[src/rtl/mc_datapath_pkg.sv]
`default_nettype none
// ============================================================================
//  Module   : datapath_pkg
//  Brief    : Shared opcodes, FSM state encoding and flag bundle for the
//             mc_datapath multi-cycle ALU.
//  Revision : 1.0  initial release
// ============================================================================
package datapath_pkg;

    // Opcode encoding
    localparam logic [2:0] c_op_add  = 3'b000;
    localparam logic [2:0] c_op_sub  = 3'b001;
    localparam logic [2:0] c_op_and  = 3'b010;
    localparam logic [2:0] c_op_xor  = 3'b011;
    localparam logic [2:0] c_op_mul  = 3'b100;
    localparam logic [2:0] c_op_sltu = 3'b101;
    localparam logic [2:0] c_op_slts = 3'b110;
    localparam logic [2:0] c_op_rsvd = 3'b111;

    // Controller states, explicitly encoded
    typedef enum logic [1:0] {
        ST_IDLE = 2'd0,
        ST_EXEC = 2'd1,
        ST_MUL  = 2'd2
    } state_t;

    // Status flags of the last completed operation
    typedef struct packed {
        logic zero;
        logic carry;
        logic ovf;
        logic illegal;
    } flags_t;

    // Flags after reset: result is 0, so zero is set
    localparam flags_t c_flags_reset = '{zero: 1'b1, carry: 1'b0, ovf: 1'b0, illegal: 1'b0};

endpackage
`default_nettype wire

[src/rtl/mc_datapath_if.sv]
`default_nettype none
// ============================================================================
//  Module   : mc_datapath_if
//  Brief    : Command / load / status bundle of mc_datapath. The master
//             modport issues operations; the slave modport is the datapath.
//  Revision : 1.0  initial release
// ============================================================================
interface mc_datapath_if #(
    parameter int WIDTH = 32,
    parameter int NREGS = 4
);
    localparam int AW = $clog2(NREGS);

    logic             start;
    logic [2:0]       op;
    logic [AW-1:0]    addr1;
    logic [AW-1:0]    addr2;
    logic [AW-1:0]    addr3;
    logic             wr;
    logic             ld_en;
    logic [AW-1:0]    ld_addr;
    logic [WIDTH-1:0] ld_data;
    logic             busy;
    logic             done;
    logic [WIDTH-1:0] result;
    logic             zero;
    logic             carry;
    logic             ovf;
    logic             illegal;

    modport master (
        output start, op, addr1, addr2, addr3, wr, ld_en, ld_addr, ld_data,
        input  busy, done, result, zero, carry, ovf, illegal
    );

    modport slave (
        input  start, op, addr1, addr2, addr3, wr, ld_en, ld_addr, ld_data,
        output busy, done, result, zero, carry, ovf, illegal
    );

endinterface
`default_nettype wire

[src/rtl/mc_datapath_shift_add_mul.sv]
`default_nettype none
// ============================================================================
//  Module   : shift_add_mul
//  Brief    : Unsigned shift-add multiplier, one multiplier bit per cycle.
//             start loads the operands; done is asserted combinationally in
//             the final iteration cycle, with product already holding the
//             low WIDTH bits of a*b, so the caller captures it on that edge.
//  Revision : 1.0  initial release
// ============================================================================
module shift_add_mul #(
    parameter int WIDTH = 32
) (
    input  wire logic             clk,
    input  wire logic             rst,
    input  wire logic             start,
    input  wire logic [WIDTH-1:0] a,
    input  wire logic [WIDTH-1:0] b,
    output logic                  done,
    output logic [WIDTH-1:0]      product
);
    localparam int            CW     = $clog2(WIDTH);
    localparam logic [CW-1:0] c_last = CW'(WIDTH - 1);

    logic [WIDTH-1:0] r_acc;
    logic [WIDTH-1:0] r_mcand;
    logic [WIDTH-1:0] r_mplier;
    logic [CW-1:0]    r_cnt;
    logic             r_active;

    logic [WIDTH-1:0] w_addend;
    logic [WIDTH-1:0] w_acc_next;

    // Partial product for the current multiplier bit
    always_comb begin
        w_addend   = r_mplier[0] ? r_mcand : '0;
        w_acc_next = r_acc + w_addend;
    end

    assign done    = r_active && (r_cnt == c_last);
    assign product = w_acc_next;

    // Iterate: accumulate, shift multiplicand left and multiplier right
    always_ff @(posedge clk or posedge rst) begin
        if (rst) begin
            r_acc    <= '0;
            r_mcand  <= '0;
            r_mplier <= '0;
            r_cnt    <= '0;
            r_active <= 1'b0;
        end else if (start) begin
            r_acc    <= '0;
            r_mcand  <= a;
            r_mplier <= b;
            r_cnt    <= '0;
            r_active <= 1'b1;
        end else if (r_active) begin
            r_acc    <= w_acc_next;
            r_mcand  <= r_mcand << 1;
            r_mplier <= r_mplier >> 1;
            r_cnt    <= r_cnt + 1'b1;
            if (done) begin
                r_active <= 1'b0;
            end
        end
    end

endmodule
`default_nettype wire

[src/rtl/mc_datapath.sv]
`default_nettype none
// ============================================================================
//  Module   : mc_datapath
//  Brief    : Multi-cycle ALU with inline register file. Single-cycle ops
//             (ADD/SUB/AND/XOR/SLT/SLTS) complete one cycle after acceptance;
//             MUL runs WIDTH cycles in shift_add_mul.
//  Config   : MC_DATAPATH_MUL_EN -- when defined the multiplier is built;
//             otherwise opcode 100 behaves exactly like the reserved 111.
//  Revision : 1.0  initial release
// ============================================================================
module mc_datapath
    import datapath_pkg::*;
#(
    parameter int WIDTH = 32,
    parameter int NREGS = 4
) (
    input  wire logic    clk,
    input  wire logic    rst,
    mc_datapath_if.slave bus
);
    localparam int AW  = $clog2(NREGS);
    localparam int MSB = WIDTH - 1;

    state_t           r_state;
    logic [WIDTH-1:0] r_regs [NREGS];
    logic [2:0]       r_op;
    logic [WIDTH-1:0] r_a;
    logic [WIDTH-1:0] r_b;
    logic [AW-1:0]    r_addr3;
    logic             r_wr;
    logic [WIDTH-1:0] r_result;
    flags_t           r_flags;
    logic             r_done;

    logic [WIDTH-1:0] w_rd_a;
    logic [WIDTH-1:0] w_rd_b;
    logic             w_is_mul;
    logic             w_accept;
    logic             w_mul_done;
    logic [WIDTH-1:0] w_mul_product;
    logic [WIDTH:0]   w_sum;
    logic [WIDTH-1:0] w_diff;
    logic [WIDTH-1:0] w_alu_res;
    flags_t           w_alu_flags;
    logic             w_finish;
    logic [WIDTH-1:0] w_fin_res;
    flags_t           w_fin_flags;

    assign w_rd_a   = r_regs[bus.addr1];
    assign w_rd_b   = r_regs[bus.addr2];
    assign w_accept = (r_state == ST_IDLE) && bus.start;

`ifdef MC_DATAPATH_MUL_EN
    assign w_is_mul = (bus.op == c_op_mul);

    // Multiplier takes operands straight from the register file on the accepting edge
    shift_add_mul #(
        .WIDTH (WIDTH)
    ) u_mul (
        .clk     (clk),
        .rst     (rst),
        .start   (w_accept && w_is_mul),
        .a       (w_rd_a),
        .b       (w_rd_b),
        .done    (w_mul_done),
        .product (w_mul_product)
    );
`else
    assign w_is_mul      = 1'b0;
    assign w_mul_done    = 1'b0;
    assign w_mul_product = '0;
`endif

    // Single-cycle ALU on latched operands; unlisted opcodes are illegal
    always_comb begin
        w_sum       = {1'b0, r_a} + {1'b0, r_b};
        w_diff      = r_a - r_b;
        w_alu_res   = '0;
        w_alu_flags = '{zero: 1'b0, carry: 1'b0, ovf: 1'b0, illegal: 1'b0};
        case (r_op)
            c_op_add: begin
                w_alu_res         = w_sum[WIDTH-1:0];
                w_alu_flags.carry = w_sum[WIDTH];
                w_alu_flags.ovf   = (r_a[MSB] == r_b[MSB]) && (w_sum[MSB] != r_a[MSB]);
            end
            c_op_sub: begin
                w_alu_res         = w_diff;
                w_alu_flags.carry = (r_a >= r_b);
                w_alu_flags.ovf   = (r_a[MSB] != r_b[MSB]) && (w_diff[MSB] != r_a[MSB]);
            end
            c_op_and:  w_alu_res = r_a & r_b;
            c_op_xor:  w_alu_res = r_a ^ r_b;
            c_op_sltu: w_alu_res = {{(WIDTH-1){1'b0}}, (r_a < r_b)};
            c_op_slts: w_alu_res = {{(WIDTH-1){1'b0}}, ($signed(r_a) < $signed(r_b))};
            default:   w_alu_flags.illegal = 1'b1;
        endcase
        w_alu_flags.zero = (w_alu_res == '0);
    end

    // Select the completing operation's result and flags
    always_comb begin
        w_finish    = (r_state == ST_EXEC) || ((r_state == ST_MUL) && w_mul_done);
        w_fin_res   = w_alu_res;
        w_fin_flags = w_alu_flags;
        if (r_state == ST_MUL) begin
            w_fin_res   = w_mul_product;
            w_fin_flags = '{zero: (w_mul_product == '0), carry: 1'b0, ovf: 1'b0, illegal: 1'b0};
        end
    end

    // Controller: accept, latch command, complete with registered status
    always_ff @(posedge clk or posedge rst) begin
        if (rst) begin
            r_state  <= ST_IDLE;
            r_op     <= '0;
            r_a      <= '0;
            r_b      <= '0;
            r_addr3  <= '0;
            r_wr     <= 1'b0;
            r_result <= '0;
            r_flags  <= c_flags_reset;
            r_done   <= 1'b0;
        end else begin
            r_done <= 1'b0;
            case (r_state)
                ST_IDLE: begin
                    if (bus.start) begin
                        r_op    <= bus.op;
                        r_a     <= w_rd_a;
                        r_b     <= w_rd_b;
                        r_addr3 <= bus.addr3;
                        r_wr    <= bus.wr;
                        r_state <= w_is_mul ? ST_MUL : ST_EXEC;
                    end
                end
                ST_EXEC, ST_MUL: begin
                    if (w_finish) begin
                        r_result <= w_fin_res;
                        r_flags  <= w_fin_flags;
                        r_done   <= 1'b1;
                        r_state  <= ST_IDLE;
                    end
                end
                default: r_state <= ST_IDLE;
            endcase
        end
    end

    // Register file: direct loads only while idle, write-back on completion
    always_ff @(posedge clk or posedge rst) begin
        if (rst) begin
            for (int i = 0; i < NREGS; i++) begin
                r_regs[i] <= '0;
            end
        end else if ((r_state == ST_IDLE) && bus.ld_en) begin
            r_regs[bus.ld_addr] <= bus.ld_data;
        end else if (w_finish && r_wr && !w_fin_flags.illegal) begin
            r_regs[r_addr3] <= w_fin_res;
        end
    end

    assign bus.busy    = (r_state != ST_IDLE);
    assign bus.done    = r_done;
    assign bus.result  = r_result;
    assign bus.zero    = r_flags.zero;
    assign bus.carry   = r_flags.carry;
    assign bus.ovf     = r_flags.ovf;
    assign bus.illegal = r_flags.illegal;

endmodule
`default_nettype wire

[src/flat_wrapper.sv]
// flat-port wrapper written by rule: the top's interface ports become plain ports
module mc_datapath_flat import datapath_pkg::*;
#(
    parameter int WIDTH = 32,
    parameter int NREGS = 4
)
  (clk, rst, bus_start, bus_op, bus_addr1, bus_addr2, bus_addr3, bus_wr, bus_ld_en, bus_ld_addr, bus_ld_data, bus_busy, bus_done, bus_result, bus_zero, bus_carry, bus_ovf, bus_illegal);
  mc_datapath_if #(.WIDTH(WIDTH), .NREGS(NREGS)) bus_i ();
  input  wire logic clk;
  input  wire logic rst;
  input wire logic [$bits(bus_i.start)-1:0] bus_start;
  input wire logic [$bits(bus_i.op)-1:0] bus_op;
  input wire logic [$bits(bus_i.addr1)-1:0] bus_addr1;
  input wire logic [$bits(bus_i.addr2)-1:0] bus_addr2;
  input wire logic [$bits(bus_i.addr3)-1:0] bus_addr3;
  input wire logic [$bits(bus_i.wr)-1:0] bus_wr;
  input wire logic [$bits(bus_i.ld_en)-1:0] bus_ld_en;
  input wire logic [$bits(bus_i.ld_addr)-1:0] bus_ld_addr;
  input wire logic [$bits(bus_i.ld_data)-1:0] bus_ld_data;
  output wire logic [$bits(bus_i.busy)-1:0] bus_busy;
  output wire logic [$bits(bus_i.done)-1:0] bus_done;
  output wire logic [$bits(bus_i.result)-1:0] bus_result;
  output wire logic [$bits(bus_i.zero)-1:0] bus_zero;
  output wire logic [$bits(bus_i.carry)-1:0] bus_carry;
  output wire logic [$bits(bus_i.ovf)-1:0] bus_ovf;
  output wire logic [$bits(bus_i.illegal)-1:0] bus_illegal;
  assign bus_i.start = bus_start;
  assign bus_i.op = bus_op;
  assign bus_i.addr1 = bus_addr1;
  assign bus_i.addr2 = bus_addr2;
  assign bus_i.addr3 = bus_addr3;
  assign bus_i.wr = bus_wr;
  assign bus_i.ld_en = bus_ld_en;
  assign bus_i.ld_addr = bus_ld_addr;
  assign bus_i.ld_data = bus_ld_data;
  assign bus_busy = bus_i.busy;
  assign bus_done = bus_i.done;
  assign bus_result = bus_i.result;
  assign bus_zero = bus_i.zero;
  assign bus_carry = bus_i.carry;
  assign bus_ovf = bus_i.ovf;
  assign bus_illegal = bus_i.illegal;
  mc_datapath #(.WIDTH(WIDTH), .NREGS(NREGS)) u_core (.clk(clk), .rst(rst), .bus(bus_i));
endmodule
[config.mk]
export PLATFORM = sky130hd
export DESIGN_NAME = mc_datapath_flat
export DESIGN_NICKNAME = d
export VERILOG_FILES = /design/src/rtl/mc_datapath_pkg.sv /design/src/rtl/mc_datapath_if.sv /design/src/rtl/mc_datapath_shift_add_mul.sv /design/src/rtl/mc_datapath.sv /design/src/flat_wrapper.sv
export SDC_FILE = /design/constraint.sdc
export NUM_CORES = 1
export LEC_CHECK = 0
export CAP_MARGIN = 10
export CORE_AREA = 2 2 236 238
export DETAILED_ROUTE_END_ITERATION = 7
export DIE_AREA = 0 0 238 240
export HOLD_SLACK_MARGIN = 0.15
export SLEW_MARGIN = 20
export SYNTH_ARGS = -nofsm -noshare
export SYNTH_HDL_FRONTEND = slang
export SYNTH_SLANG_ARGS = --single-unit
[constraint.sdc]
create_clock -name clk -period 11.3 [get_ports clk]
set_clock_uncertainty 0.1 [all_clocks]
set_input_delay 3.39 -clock clk [delete_from_list [all_inputs] [get_ports clk]]
set_output_delay 3.39 -clock clk [all_outputs]
set_load 0.01 [all_outputs]
==> flow_metrics.env, run 1 <==
export IMPL_crit_type="input pin to flip-flop"
export IMPL_end_kind="flip-flop"
export IMPL_die_area_um2=57120
export IMPL_seq_area_um2=5908
export IMPL_path_clk_slew_ns=0.06
export IMPL_status="finished, final reports clean"
export IMPL_antenna_found_initial=3
export IMPL_ios=86
export IMPL_cts_setup_buffers=0
export IMPL_wl_per_cell_um=23.68
export IMPL_cap_violations=0
export IMPL_final_antenna_net_count=0
export IMPL_rsz0062_at_grt="no"
export IMPL_portBuffers=85
export IMPL_crit_chain="clkdlybuf4s50_1, or2_2, nor2_2, a21oi_4, buf_4, a22oi_1, o21ai_0"
export IMPL_cts_inserted_buffers=27
export IMPL_antenna_cells=0
export IMPL_ys_ff_latch=236
export IMPL_met2_usage=0.3286
export IMPL_nets=1887
export IMPL_die_x_um=238
export IMPL_yosysWarnings=0
export IMPL_clock_sinks=236
export IMPL_synthAdderAreaFrac=0.05163
export IMPL_tightest_slew_ns=1.159
export IMPL_met1_usage=0.2689
export IMPL_crit_family="simple AND/OR/NAND/NOR gates"
export IMPL_busiest_layer="met2"
export IMPL_total_power_mw=4.865
export IMPL_synthXorXnorAreaFrac=0.01076
export IMPL_dieHeight_um=240
export IMPL_cts_resized=0
export IMPL_post_route_drc_count=0
export IMPL_drt_first_pass_iters=6
export IMPL_cpMaxStageDelayCell="nor2_2"
export IMPL_synth_compound_area_frac=0.2615
export IMPL_cpPeakStageDelay_ns=0.82
export IMPL_hold_path_class="flip-flop to flip-flop"
export IMPL_tns_ns=0
export IMPL_drt_iter0_drc=1730
export IMPL_syn_nets=1880
export IMPL_vias_per_cell=6.009
export IMPL_synth_area_per_cell_um2=9.222
export IMPL_fin_crit_sh=0.5174
export IMPL_hold_violations=0
export IMPL_core_area_um2=54660
export IMPL_track_usage=0.2033
export IMPL_synth_edff_count=0
export IMPL_num_vias=15000
export IMPL_fmax_mhz=171.0
export IMPL_first_global_vias=14640
export IMPL_multi_input_area_um2=9625
export IMPL_routed_wl_mm=59.14
export IMPL_grt_max_degree=120
export IMPL_power_density_nw_per_um2=260.7
export IMPL_seq_area_frac_synth=0.3627
export IMPL_dpl_hpwl_mm=41.48
export IMPL_synth_top_cell_by_area="dfrtp_1"
export IMPL_yosysUniqueCellTypes=90
export IMPL_cts_tree="yes"
export IMPL_row_count=86
export IMPL_irDropWorstVdd_uv=122.0
export IMPL_gp_congestion=0.9145
export IMPL_p_leak_nw=7.491
export IMPL_ctsLongestPathBuffers=3
export IMPL_synthSimpleGateAreaFrac=0.1328
export IMPL_synth_top_family_by_area="compound AO/OA/AOI/OAI gates"
export IMPL_slew_headroom=0.2194
export IMPL_use_met3=0.02951
export IMPL_clockRootBuffer="clkbuf_16"
export IMPL_synthArstFlopShare=1.000
export IMPL_setup_violations=0
export IMPL_yosys_top_cells_area="dfrtp_1 36%, mux4_2 8.9%, o21ai_0 6.6%"
export IMPL_cts_max_level=1
export IMPL_grt_overflow=0
export IMPL_hold_buffers=0
export IMPL_cp_start_kind="input pin"
export IMPL_worstPathMaxFanout=29
export IMPL_fin_crit_ns=5.846
export IMPL_clkLatencyLatePin_ns=0.58
export IMPL_synth_area_um2=16290
export IMPL_grt_first_pass_wirelength_mm=89.36
export IMPL_maxSlewViolCount=0
export IMPL_synth_top_area_frac=0.3611
export IMPL_synthMuxAreaShare=0.1301
export IMPL_drive_gt1_frac=0.1299
export IMPL_fill_cells=5604
export IMPL_worst_path_buf_inv=2
export IMPL_cp_required_ns=11.60
export IMPL_start_util=0.2979
export IMPL_synthesis_instances=1766
export IMPL_ys_flop_type="dfrtp_1"
export IMPL_critPathArrivalTime_ns=6.15
export IMPL_area_delta_synth_final_pct=14.57
==> synthesized netlist by cell type, drive strengths merged (18+ instances only) <==
master and number:
o31ai 18, o22a 28, nand2b 18, nand3 25
nand2 178, a21oi 122, buf 36, inv 68
mux4 64, nand4 18, a32oi 23, nor2 121
mux2 45, a22oi 49, o21a 29, ha 64
nor3 24, dfrtp 235, clkbuf 103, o21ai 227
==> cells by family after synthesis <==
family | after synthesis
AO/OA/AOI/OAI | 643
AND/OR/NAND/NOR | 466
flip-flops | 236
buffers and inverters | 209
multiplexers | 126
adder cells (fa/ha/maj) | 66
XOR/XNOR | 20
==> routing by layer <==
layer  share of wire  up-vias
met1            0.42     7514
met3           0.072      149
met5         0.00022        -
met4           0.047        2
met2            0.46      708
li1                -     6631
==> cell usage in the layout, fill, tap and decap left out, types with 22 or more instances in the layout <==
cell type / instances
buf_4: 33
nor2_1: 120
nand2_1: 178
inv_1: 63
a21oi_1: 116
clkdlybuf4s50_1: 81
nand3_1: 25
ha_1: 64
o21ai_0: 216
mux4_2: 64
dfrtp_1: 234
mux2_2: 43
clkbuf_16: 27
o21a_1: 29
nor3_1: 22
o22a_1: 28
a32oi_1: 23
a22oi_1: 48
==> state kept, by name (all words and copies together), names as in the netlist, 2 cells and up <==
signal and cells:
u_core.r_regs 128, u_core.bus.result 32, u_core.r_a 32, u_core.r_b 32
u_core.r_op 3, u_core.r_addr3 2
==> worst reg2reg max path, delay by kind of cell (launching register included) <==
family	cells	cell delay (ns)
buf+inv	2	1.17
simple gates	5	2.24
flops	1	0.32
compound gates	2	1.27
==> metrics by stage <==
| step | hold WS [ns] | cell area (um^2) | util | worst slack [ns] | std cells |
|---|---|---|---|---|---|
| after floorplan | 0.3609 | 16290 | - | 1.337 | 1766 |
| after global placement | 0.3742 | 17740 | 0.3245 | 5.067 | 2447 |
| after detailed placement | 0.3892 | 17760 | 0.3248 | 4.989 | 2448 |
| after CTS | 0.4022 | 18660 | 0.3413 | 5.553 | 2497 |
| after global routing | 0.4270 | 18660 | 0.3413 | 5.408 | 2497 |
| final | 0.3954 | 18660 | 0.3413 | 5.454 | 2497 |
==> power by group <==
part | internal, mW | switching, mW | leakage, nW | total [mW]
combinational | 0.998 | 1.67 | 4.03 | 2.66
sequential | 1.10 | 0.205 | 3.01 | 1.31
clock | 0.513 | 0.381 | 0.451 | 0.895
==> worst paths after layout <==
check                                                    endpoint  depth (start not counted)  slack, ns                    startpoint
worst max-delay path               u_core.r_regs[106]$_DFFE_PP0P_                          7       5.45                bus_ld_addr[0]
worst min-delay path                 u_core.r_regs[4]$_DFFE_PP0P_                          2       0.40  u_core.r_regs[4]$_DFFE_PP0P_
worst max register to register        u_core.bus.zero$_DFFE_PP1P_                          9       6.09    u_core.r_op[1]$_DFFE_PP0P_
worst min register to register       u_core.r_regs[4]$_DFFE_PP0P_                          2       0.40  u_core.r_regs[4]$_DFFE_PP0P_
max in group asynchronous               u_core.r_b[8]$_DFFE_PP0P_                          3       6.41                           rst
min in group asynchronous       u_core.bus.result[20]$_DFFE_PP0P_                          2       3.28                           rst
==> area by class of cell <==
| cell class | count | share of cell area |
|---|---|---|
| well taps | 704 | 0.04721 |
| clock inverters | 7 | 0.003085 |
| inverters | 70 | 0.01448 |
| flip-flops and latches | 236 | 0.3167 |
| clock buffers | 42 | 0.04513 |
| multi-input cells | 1321 | 0.5159 |
| repair buffers | 117 | 0.05754 |
No activity file was read; power rests on OpenSTA's default activity.
==> run 2, diff against run 1 <==
- clock period: 11.3 -> 5.4 ns (I/O delays scaled with it)
==> run 2 against run 1 <==
Against the previous run: sequential cell count stayed put; global-route usage is essentially flat; cell count rose by 0.56%; via count up 0.17%; critical path depth is 6 higher; sequential share of layout area shrank 0.30 points; clock power rose by 120%; non-clock buffer count is 14 higher; register-to-register slack worse by 5.8 ns; hold slack better by 0.0038 ns; critical path type is now flip-flop to flip-flop; highest routed layer is now met4.
==> flow_metrics.env, run 2 (synthesis results as in run 1) <==
export IMPL_hold_violations=0
export IMPL_slew_headroom=0.2010
export IMPL_r2r_slack_ns=0.32
export IMPL_nets=1902
export IMPL_tns_ns=0
export IMPL_die_area_um2=57120
export IMPL_ctsLongestPathBuffers=3
export IMPL_crit_type="flip-flop to flip-flop"
export IMPL_cp_start_kind="flip-flop"
export IMPL_gp_congestion=0.9738
export IMPL_instances_no_fill=2511
export IMPL_cts_tree="yes"
export IMPL_grt_first_pass_wirelength_mm=90.90
export IMPL_antenna_cells=0
export IMPL_maxSlewViolCount=0
export IMPL_post_route_util=0.3446
export IMPL_grt_overflow=0
export IMPL_critPathLaunch="u_core.r_b[1]$_DFFE_PP0P_"
export IMPL_fmax_mhz=196.9
export IMPL_max_flop_register="u_core.r_regs"
export IMPL_clock_sinks=236
export IMPL_irDropWorstVdd_uv=339.3
export IMPL_holdPathEnd="u_core.r_regs[38]$_DFFE_PP0P_"
export IMPL_track_usage=0.2037
export IMPL_setup_violations=0
export IMPL_reg2reg_depth=13
export IMPL_rsz0062_at_grt="no"
export IMPL_start_util=0.2979
export IMPL_reg2reg_from="u_core.r_b[1]$_DFFE_PP0P_"
export IMPL_grt_max_degree=95
export IMPL_clockRootBuffer="clkbuf_16"
export IMPL_first_global_vias=15020
export IMPL_cts_inserted_buffers=28
export IMPL_p_leak_nw=7.576
export IMPL_mostFrequentLayoutCells="234 x dfrtp_1, 216 x o21ai_0, 178 x nand2_1, 121 x nor2_1, 116 x a21oi_1"
export IMPL_dp_cells=2461
export IMPL_drive_gt1_frac=0.1356
export IMPL_whs_path_depth=2
export IMPL_drt_first_pass_iters=6
export IMPL_core_area_um2=54660
export IMPL_fin_crit_sh=0.9403
export IMPL_status="finished, final reports clean"
export IMPL_cap_violations=0
export IMPL_dpl_hpwl_mm=42.41
export IMPL_die_x_um=238
export IMPL_cts_setup_buffers=0
export IMPL_cp_required_ns=5.79
export IMPL_tightest_slew_ns=1.195
export IMPL_drt_iter0_drc=1490
export IMPL_largest_reg_flops=128
export IMPL_final_antenna_net_count=0
export IMPL_worstPathMaxFanout=6
export IMPL_post_route_drc_count=0
export IMPL_power_density_nw_per_um2=543.8
export IMPL_r2r_end="u_core.bus.zero$_DFFE_PP1P_"
export IMPL_portBuffers=85
export IMPL_fin_crit_ns=5.078
export IMPL_final_common_cell="dfrtp_1"
export IMPL_vias_per_cell=5.985
export IMPL_cts_max_level=1
export IMPL_end_kind="flip-flop"
export IMPL_antenna_found_initial=1
export IMPL_clkLatencyLatePin_ns=0.58
export IMPL_total_power_mw=10.24
export IMPL_row_count=86
export IMPL_area_delta_synth_final_pct=15.65
export IMPL_hold_path_class="flip-flop to flip-flop"
export IMPL_cts_resized=0
export IMPL_ios=86
export IMPL_dieHeight_um=240
export IMPL_critPathArrivalTime_ns=5.47
export IMPL_wl_per_cell_um=23.59
export IMPL_num_vias=15030
export IMPL_min_from="u_core.r_regs[38]$_DFFE_PP0P_"
export IMPL_path_clk_slew_ns=0.07
export IMPL_hold_buffers=0
export IMPL_routed_wl_mm=59.25
==> run 2: changes by cell type in the layout (fill, tap and decap cells not counted), sizes merged <==
cell	previous run	this run
buf	36	50
bufinv	0	3
clkbuf	42	40
clkinvlp	0	2
inv	70	67
==> run 2: area by class of cell <==
cell class              count  area (um^2)
repair buffers            131         1211
flip-flops and latches    236         5908
fillers                  5607        35830
clock buffers              40        815.8
multi-input cells        1321         9614
well taps                 704        880.8
inverters                  70        266.5
clock inverters             9        137.6
==> run 2: worst max-delay path, cell delays in order, from the launching register on <==
cell       delay, ns
dfrtp_1         0.40
inv_1           0.11
ha_1            0.36
nand2b_1        0.20
a2111o_1        0.52
a2111oi_2       0.67
o31ai_1         0.20
a21oi_1         0.45
o21ai_0         0.15
o22ai_1         0.51
nand3_1         0.15
nor4_1          0.58
nand4_1         0.25
o41ai_2         0.31
==> run 2: layer usage <==
layer / track usage / up-vias / wire, um
li1: - / 6660 / -
met1: 0.2685 / 7537 / 25120
met2: 0.3386 / 696 / 28140
met3: 0.02962 / 136 / 3967
met4: 0.07879 / 0 / 2024
met5: 0 / - / 0
==> run 2: worst max path at each step <==
stage                                              end  slack [ns]  depth (start not counted)
final                      u_core.bus.zero$_DFFE_PP1P_        0.32                         13
after global routing       u_core.bus.zero$_DFFE_PP1P_        0.14                         13
after CTS                  u_core.bus.zero$_DFFE_PP1P_        0.40                         13
after detailed placement   u_core.bus.zero$_DFFE_PP1P_        0.40                         13
after global placement     u_core.bus.zero$_DFFE_PP1P_        0.49                         14
after floorplan           u_core.bus.carry$_DFFE_PP0P_        0.59                          1
==> run 2: stage by stage <==
step           hold WS (ns)  setup slack, ns  instance area (um^2)
3_5_place_dp         0.3904           0.3963                 17880
3_3_place_gp         0.3745           0.4905                 17880
6_report             0.3992           0.3222                 18830
4_1_cts              0.4037           0.3999                 18830
5_1_grt              0.4287           0.1432                 18830
2_1_floorplan        0.3609           0.5889                 16290
==> run 2: report_power, final <==
| part | internal (mW) | switching [mW] |
|---|---|---|
| Combinational | 2.10 | 3.41 |
| Sequential | 2.31 | 0.428 |
| Clock | 1.19 | 0.811 |
